<file path="src/rtl/cpu_pkg.sv">
// ============================================================================
// Module      : cpu_pkg
// Description : Shared pipeline-control constants and the mult/div state type.
// Revision    : 1.0
// ============================================================================
`default_nettype none

package cpu_pkg;

    localparam int C_REG_ADDR_W    = 5;
    localparam int C_MULDIV_CYCLES = 32;

    typedef enum logic [0:0] {
        RUN     = 1'b0,
        MD_BUSY = 1'b1
    } md_state_e;

endpackage

`default_nettype wire

</file>
<file path="src/rtl/muldiv_timer.sv">
// ============================================================================
// Module      : muldiv_timer
// Description : Tracks an in-flight mult/div operation and pulses done on its
//               final cycle.
// Revision    : 1.0
// ============================================================================
`default_nettype none

module muldiv_timer
    import cpu_pkg::*;
#(
    parameter int MULDIV_CYCLES = C_MULDIV_CYCLES,
    parameter int CNT_W         = 6
)(
    input  logic clk,
    input  logic rst,
    input  logic issue,
    output logic busy,
    output logic done
);

    localparam logic [CNT_W-1:0] C_CNT_LOAD = CNT_W'(MULDIV_CYCLES - 1);

    md_state_e        r_st;
    logic [CNT_W-1:0] r_cnt;

    // issue is only honoured from RUN; a new request in MD_BUSY waits for done.
    always_ff @(posedge clk or posedge rst) begin
        if (rst) begin
            r_st  <= RUN;
            r_cnt <= '0;
        end else begin
            case (r_st)
                RUN: begin
                    if (issue) begin
                        r_st  <= MD_BUSY;
                        r_cnt <= C_CNT_LOAD;
                    end
                end
                MD_BUSY: begin
                    if (r_cnt == '0) begin
                        r_st <= RUN;
                    end else begin
                        r_cnt <= r_cnt - 1'b1;
                    end
                end
                default: begin
                    r_st  <= RUN;
                    r_cnt <= '0;
                end
            endcase
        end
    end

    assign busy = (r_st == MD_BUSY);
    assign done = (r_st == MD_BUSY) && (r_cnt == '0);

endmodule

`default_nettype wire

</file>
<file path="src/rtl/stall_ctrl.sv">
// ============================================================================
// Module      : stall_ctrl
// Description : Load-use / mult-div hazard detection and PC, IF/ID, ID/EX
//               enable and flush control.
// Revision    : 1.0
// ============================================================================
`default_nettype none

module stall_ctrl
    import cpu_pkg::*;
#(
    parameter int REG_ADDR_W    = C_REG_ADDR_W,
    parameter int MULDIV_CYCLES = C_MULDIV_CYCLES,
    parameter int CNT_W         = 6
)(
    input  logic                  clk,
    input  logic                  rst,
    input  logic [REG_ADDR_W-1:0] id_rs,
    input  logic [REG_ADDR_W-1:0] id_rt,
    input  logic                  id_uses_rt,
    input  logic                  id_muldiv,
    input  logic                  id_hilo_read,
    input  logic                  ex_memread,
    input  logic [REG_ADDR_W-1:0] ex_rt,
    input  logic                  ex_branch_taken,
    output logic                  pc_en,
    output logic                  ifid_en,
    output logic                  ifid_flush,
    output logic                  idex_flush,
    output logic                  muldiv_busy,
    output logic                  muldiv_done
);

    logic w_lu;
    logic w_md;
    logic w_issue;
    logic w_busy;
    logic w_done;

    assign w_lu = ex_memread && (ex_rt != '0) &&
                  ((ex_rt == id_rs) || (id_uses_rt && (ex_rt == id_rt)));
    // A HI/LO reader or a second mult/div must wait until the unit is back in RUN.
    assign w_md    = w_busy && (id_muldiv || id_hilo_read);
    assign w_issue = id_muldiv && !w_lu && !ex_branch_taken;

    muldiv_timer #(
        .MULDIV_CYCLES (MULDIV_CYCLES),
        .CNT_W         (CNT_W)
    ) u_muldiv_timer (
        .clk   (clk),
        .rst   (rst),
        .issue (w_issue),
        .busy  (w_busy),
        .done  (w_done)
    );

    always_comb begin
        pc_en       = 1'b1;
        ifid_en     = 1'b1;
        ifid_flush  = 1'b0;
        idex_flush  = 1'b0;
        muldiv_busy = w_busy;
        muldiv_done = w_done;
        if (rst) begin
            pc_en       = 1'b0;
            ifid_en     = 1'b0;
            muldiv_busy = 1'b0;
            muldiv_done = 1'b0;
        end else if (ex_branch_taken) begin
            ifid_flush = 1'b1;
            idex_flush = 1'b1;
        end else if (w_lu || w_md) begin
            pc_en      = 1'b0;
            ifid_en    = 1'b0;
            idex_flush = 1'b1;
        end
    end

endmodule

`default_nettype wire

</file>
<file path="config.mk">
export PLATFORM = sky130hd
export DESIGN_NAME = stall_ctrl
export DESIGN_NICKNAME = d
export VERILOG_FILES = /design/src/rtl/cpu_pkg.sv /design/src/rtl/muldiv_timer.sv /design/src/rtl/stall_ctrl.sv
export SDC_FILE = /design/constraint.sdc
export NUM_CORES = 1
export LEC_CHECK = 0
export CAP_MARGIN = 20
export CORE_AREA = 2 2 39 41
export DETAILED_ROUTE_END_ITERATION = 6
export DIE_AREA = 0 0 41 43
export DONT_BUFFER_PORTS = 1
export GPL_ROUTABILITY_DRIVEN = 0
export PLACE_DENSITY = 0.59
export SKIP_CTS_REPAIR_TIMING = 1
export SLEW_MARGIN = 5
export SYNTH_ARGS = -nofsm -noshare
export SYNTH_HDL_FRONTEND = slang
export SYNTH_SLANG_ARGS = --single-unit
</file>
<file path="constraint.sdc">
create_clock -name clk -period 2.06 [get_ports clk]
set_clock_uncertainty 0.15 [all_clocks]
set_input_delay 0.412 -clock clk [delete_from_list [all_inputs] [get_ports clk]]
set_output_delay 0.412 -clock clk [all_outputs]
set_load 0.05 [all_outputs]
</file>
## Word-level counts from Yosys, hierarchy flattened

Index checks and enable logic that the tools add are counted.

| word-level totals | value |
|---|---|
| logic and storage cells | 39 |
| output and inout bits | 6 |
| bits in registers | 7 |

| cells by class | value |
|---|---|
| mux-type cells | 16 |
| equality and inequality tests | 4 |
| add/subtract/negate cells | 1 |
| reduce and logical (&&, ||, !) cells | 15 |
| bitwise gates (word level) | 1 |

Operators with widths:

| operator | number |
|---|---|
| 2-to-1 mux 1 bit | 12 |
| 2-to-1 mux 6 bit | 2 |
| case mux 6 bit (2 select lines) | 1 |
| == test 5 bit | 2 |
| logical AND 1 bit | 7 |
| zero test 6 bit | 1 |
| subtractor 6 x 1 -> 6 bit, second input constant | 1 |
| nonzero test 5 bit | 1 |
| logical OR 1 bit | 3 |
| zero test 1 bit | 2 |
| inequality test 2 x 1 -> 1 bit, second input constant | 1 |
| inequality test 2 bit, second input constant | 1 |
| case mux 1 bit (2 select lines) | 1 |
| AND reduction 2 bit | 1 |
| NOT 1 bit | 1 |

## Longest topological paths before layout

| logic depth | value |
|---|---|
| word-level depth | 9 |
| gate-level depth with buffers | 7 |
| mapped depth without buffers | 7 |

## Modules after synthesis

Synthesis repeated with hierarchy kept, for this count alone.

| second synthesis, totals | value |
|---|---|
| cell total of the unflattened synthesis | 69 |
| area, all modules | 590.6 sq um |

Modules (own cells, without submodules):

| module | area each (sq um) | cells an instance | times used | seq. area each (sq um) |
|---|---|---|---|---|
| muldiv_timer | 384.1 | 38 | 1 | 175.2 |
| stall_ctrl | 206.4 | 31 | 1 | 0.0 |

## Worst setup path after synthesis

Ideal clock, no wire load.

| timing path | value |
|---|---|
| path kind | in2out |
| from | input ex_rt[1] |
| to | output pc_en |
| stages | 5 |
| path buffers | 1 |
| arrival | 2.358 ns |
| setup slack | -0.860 ns |
| data required time | 1.498 ns |
| cell sequence | or4_4 -> o21ai_4 -> nor2_1 -> a21oi_1 -> buf_4 |

| on the way | value |
|---|---|
| cells in the longest elaborated chain, start to end | 8 |
| elaborated cells between the ends (all ways) | 11 |
| those cells by class | 2 x eq/ne; 3 x mux; 6 x reduce/logical |

RTL lines:

| element | RTL line | RTL |
|---|---|---|
| start, declared | stall_ctrl.sv:24 | `input logic [REG_ADDR_W-1:0] ex_rt,` |
| == test 5 bit | stall_ctrl.sv:41 | `((ex_rt == id_rs) \|\| (id_uses_rt && (ex_rt == id_rt)));` |
| logical AND 1 bit | stall_ctrl.sv:41 |  |
| logical OR 1 bit | stall_ctrl.sv:41 |  |
| logical AND 1 bit * | stall_ctrl.sv:40 | `assign w_lu = ex_memread && (ex_rt != '0) &&` |
| logical OR 1 bit * | stall_ctrl.sv:72 | `end else if (w_lu \|\| w_md) begin` |
| 2-to-1 mux 1 bit * (3 in series) | n/a |  |
| end, declared | stall_ctrl.sv:26 | `output logic pc_en,` |

Mark *: on every way between the ends. The rest lies on a longest branch, timed or not.

## Final worst setup path

| timing path | value |
|---|---|
| from | input ex_rt[1] |
| to | output idex_flush |

| on the way | value |
|---|---|
| cells in the longest elaborated chain, start to end | 8 |
| elaborated cells between the ends (all ways) | 11 |
| those cells by class | 2 x eq/ne; 3 x mux; 6 x reduce/logical |

RTL lines:

| element | RTL line | RTL |
|---|---|---|
| == test 5 bit | stall_ctrl.sv:41 |  |
| logical AND 1 bit | stall_ctrl.sv:41 |  |
| logical OR 1 bit | stall_ctrl.sv:41 |  |
| logical AND 1 bit * | stall_ctrl.sv:40 |  |
| logical OR 1 bit * | stall_ctrl.sv:72 |  |
| 2-to-1 mux 1 bit * | stall_ctrl.sv:72 |  |
| 2-to-1 mux 1 bit * | stall_ctrl.sv:69 | `end else if (ex_branch_taken) begin` |
| 2-to-1 mux 1 bit * | stall_ctrl.sv:64 | `if (rst) begin` |
| end, declared | stall_ctrl.sv:29 | `output logic idex_flush,` |

Marks and branches as above.

==> impl_metrics.sql <==
INSERT INTO impl_metrics (metric_group, metric, value, unit) VALUES
('clocking', 'deepest_clock_path_buffer_count', '2', ''),
('clocking', 'clk_pin_slew_worst_paths', '0.05', 'ns'),
('floorplan', 'floorplan.initialDensity', '44.8', '%'),
('timing', 'timing_hold_violations_final', '0', ''),
('timing', 'fmax', '467', 'MHz'),
('global_routing', 'globalRoute.totalOverflow', '0', ''),
('setup_path', 'worstSetupStartpoint', 'ex_rt[1]', ''),
('timing', 'final.min_clock_period', '2.14', 'ns'),
('setup_path', 'rr_startpoint', 'u_muldiv_timer.r_cnt[0]$_DFFE_PP0P_', ''),
('clocking', 'clock_insertion_delay_worst_skew', '0.25', 'ns'),
('route', 'detail_route.drc_violations', '0', ''),
('clocking', 'cts-buffers-inserted', '3', ''),
('outcome', 'run_status', 'complete, but fails checks', ''),
('hold_path', 'type_of_the_tightest_min_delay_check', 'in -> reg', ''),
('hold_path', 'timing.hold.worst_path_depth', '3', ''),
('setup_path', 'critPathCaptureType', 'primary output', ''),
('synthesis', 'yosysSeqAreaShare', '28.2', '%'),
('timing', 'rsz0062_at_grt', 'yes', ''),
('timing', 'layout_setup_ws', '-0.0818', 'ns'),
('outcome', 'violations_in_the_final_reports', 'negative setup slack', ''),
('floorplan', 'dieWidth', '41', 'um'),
('global_routing', 'grt_max_degree', '8', ''),
('final_layout', 'antenna_cells', '0', ''),
('route', 'highest_routed_layer', 'met3', ''),
('synthesis', 'syn-num-nets', '102', ''),
('final_layout', 'postLayoutCoreUtil', '59.0', '%'),
('final_layout', 'share_of_cells_above_drive_strength_1', '29.0', '%'),
('clocking', 'number_of_h_tree_levels', '1', ''),
('clocking', 'tritoncts', 'done', ''),
('route', 'dr.first_iter.drc_count', '6', ''),
('setup_path', 'crit_type', 'in -> out', ''),
('placement', 'io_buffer_count', '0', ''),
('setup_path', 'worstPathMaxFanout', '3', ''),
('floorplan', 'ioPinCount', '28', ''),
('route', 'wl_met1', '620', 'um'),
('route', 'drt_pass1_iterations', '4', ''),
('route', 'route.antenna.remaining_nets', '0', ''),
('global_routing', 'grt_pass1_wl', '2280', 'um'),
('route', 'post_drt_wl_per_cell', '13.4', 'um'),
('timing', 'drv_slew', '0', ''),
('placement', 'detailedPlacementHpwl', '1130', 'um'),
('floorplan', 'fp-row-count', '14', ''),
('setup_path', 'kind_of_start_point_of_the_critical_path', 'input port', ''),
('floorplan', 'design.die.area', '1760', 'sq um'),
('setup_path', 'r2r.worst_path.cells', '8', ''),
('route', 'wl_met2', '731', 'um'),
('power_and_ir_drop', 'peakVddDrop', '0.586', 'mV'),
('power_and_ir_drop', 'powerDensity', '1130', 'nW/um^2'),
('final_layout', 'num-nets-final', '117', ''),
('power_and_ir_drop', 'report.power.total', '920', 'uW'),
('timing', 'min_period_over_period', '104', '%'),
('clocking', 'clock_sinks', '7', ''),
('route', 'detailroute.wirelength.met3', '106', 'um'),
('hold_path', 'hp-start', 'ex_branch_taken', ''),
('synthesis', 'synth-main-ff-cell', 'sky130_fd_sc_hd__dfrtp_1', ''),
('final_layout', 'num-fill-cells', '129', ''),
('setup_path', 'data_arrival_time_of_the_critical_path', '1.58', 'ns'),
('synthesis', 'synth_cells', '79', ''),
('timing', 'setup-violations-final', '3', ''),
('setup_path', 'critPathRequiredTime', '1.50', 'ns'),
('global_routing', 'first_global_vias', '579', ''),
('flow_run', 'maxCapViolations', '0', ''),
('route', 'via_count', '611', ''),
('synthesis', 'syn_area', '621', 'sq um'),
('route', 'detail_route.wirelength', '1460', 'um'),
('synthesis', 'synth.lib_cells_used.distinct', '28', ''),
('synthesis', 'synth_seq_cells', '7', ''),
('power_and_ir_drop', 'p_leak', '0.000354', 'uW'),
('synthesis', 'syn_area_per_cell', '7.86', 'sq um'),
('timing', 'timing.max_slew.rel_slack', '76.8', '%'),
('timing', 'hold-worst-slack', '0.272', 'ns'),
('timing', 'slew_at_the_pin_with_the_worst_max_slew_slack', '0.348', 'ns'),
('floorplan', 'floorplan.die.height', '43', 'um'),
('synthesis', 'synth.yosys.warnings', '0', ''),
('synthesis', 'synth_enable_flop_cells', '0', ''),
('global_routing', 'antenna_found_initial', '0', ''),
('global_routing', 'grt_usage', '19.0', '%'),
('floorplan', 'placeableCoreArea', '1380', 'sq um'),
('final_layout', 'flow.area_growth_from_synthesis', '31.7', '%'),
('route', 'route.detailed.vias_per_inst', '5.61', ''),
('clocking', 'cts_root_buffer', 'sky130_fd_sc_hd__clkbuf_4', ''),
('synthesis', 'ys_async_sr_fraction', '100', '%'),
('placement', 'place_ws', '-0.0832', 'ns');
==> report_power, final <==
part / total [uW] / internal (uW) / switching [uW]
registers: 290 / 208 / 82.6
logic: 505 / 215 / 290
clock network: 124 / 73.9 / 50.5
total: 920 / 497 / 423
==> through the flow <==
| step | TNS, ns | area, sq um | std cells |
|---|---|---|---|
| after floorplan | -0.438 | 651 | 79 |
| after global placement | -0.0815 | 747 | 104 |
| after detailed placement | -0.112 | 747 | 104 |
| after CTS | -0.287 | 773 | 108 |
| after global routing | -0.257 | 817 | 109 |
| final | -0.100 | 817 | 109 |
==> final cells by class <==
type | instances | area [sq um] | share of cell area, %
clock buffers | 4 | 26.3 | 3.22
flip-flops and latches | 7 | 175 | 21.4
multi-input cells | 64 | 472 | 57.7
well taps | 16 | 20.0 | 2.45
inverters | 7 | 26.3 | 3.22
repair buffers | 11 | 97.6 | 11.9
==> final timing paths <==
path / end / slack (ns)
max: idex_flush / -0.08
min: u_muldiv_timer.r_cnt[2]$_DFFE_PP0P_ / 0.27
max reg2reg: u_muldiv_timer.r_cnt[3]$_DFFE_PP0P_ / 0.18
min reg2reg: u_muldiv_timer.r_cnt[0]$_DFFE_PP0P_ / 0.49
max in group asynchronous: u_muldiv_timer.r_cnt[3]$_DFFE_PP0P_ / 1.21
min in group asynchronous: u_muldiv_timer.r_cnt[4]$_DFFE_PP0P_ / 0.42
==> cells in the final DEF (no fill, tap or decap), types with 2 or more instances in the layout <==
cell type and count:
sky130_fd_sc_hd__nor2b_1 3, sky130_fd_sc_hd__o21ai_0 3, sky130_fd_sc_hd__xor2_1 7, sky130_fd_sc_hd__a21oi_1 3, sky130_fd_sc_hd__nand3_1 5, sky130_fd_sc_hd__buf_4 9, sky130_fd_sc_hd__inv_1 6, sky130_fd_sc_hd__clkbuf_4 3
sky130_fd_sc_hd__dfrtp_1 7, sky130_fd_sc_hd__xnor2_1 3, sky130_fd_sc_hd__nor3_1 4, sky130_fd_sc_hd__and2_4 2, sky130_fd_sc_hd__nor2_1 5, sky130_fd_sc_hd__a31oi_1 4, sky130_fd_sc_hd__nand2_1 5, sky130_fd_sc_hd__o31ai_1 2
sky130_fd_sc_hd__nor2_2 3
==> flip-flops by register name, indices dropped and copies added (netlist names) <==
register              count
u_muldiv_timer.busy       1
u_muldiv_timer.r_cnt      6
==> Yosys cell counts, drive strengths merged (2+ instances only) <==
cell type / number / area [sq um]
o31ai: 2 / 15.0
nor2b: 3 / 18.8
and2: 3 / 18.8
a31oi: 4 / 25.0
dfrtp: 7 / 175
xnor2: 3 / 26.3
a21oi: 5 / 28.8
inv: 7 / 26.3
nand2: 5 / 18.8
o21ai: 4 / 31.3
nand3: 5 / 25.0
nor2: 8 / 32.5
nor4: 2 / 12.5
nor3: 4 / 20.0
xor2: 7 / 61.3
==> cells by family (layout without fill, tap and decap cells) <==
group / after synthesis / count (layout) / share of synthesized area, %
AOI/OAI and AO/OA: 19 / 19 / 21.4
and+or+nand+nor: 34 / 34 / 28.8
DFF: 7 / 7 / 28.2
buffers and inverters: 8 / 22 / 5.44
xor gates and xnor gates: 10 / 10 / 14.1
adders and majority gates: 1 / 1 / 2.02
==> layer usage <==
metal  up-vias  global-route usage [%]
li1        306                       -
met1       282                    21.6
met2        23                    32.5
met3         0                    7.85
met4         0                    2.00
met5         -                       0
==> critical path, cell delays in order <==
cell                      delay [ns]
sky130_fd_sc_hd__or4_4          0.53
sky130_fd_sc_hd__o21ai_4        0.17
sky130_fd_sc_hd__nor2_2         0.06
sky130_fd_sc_hd__a211o_4        0.40
No activity file was read; power rests on OpenSTA's default activity.
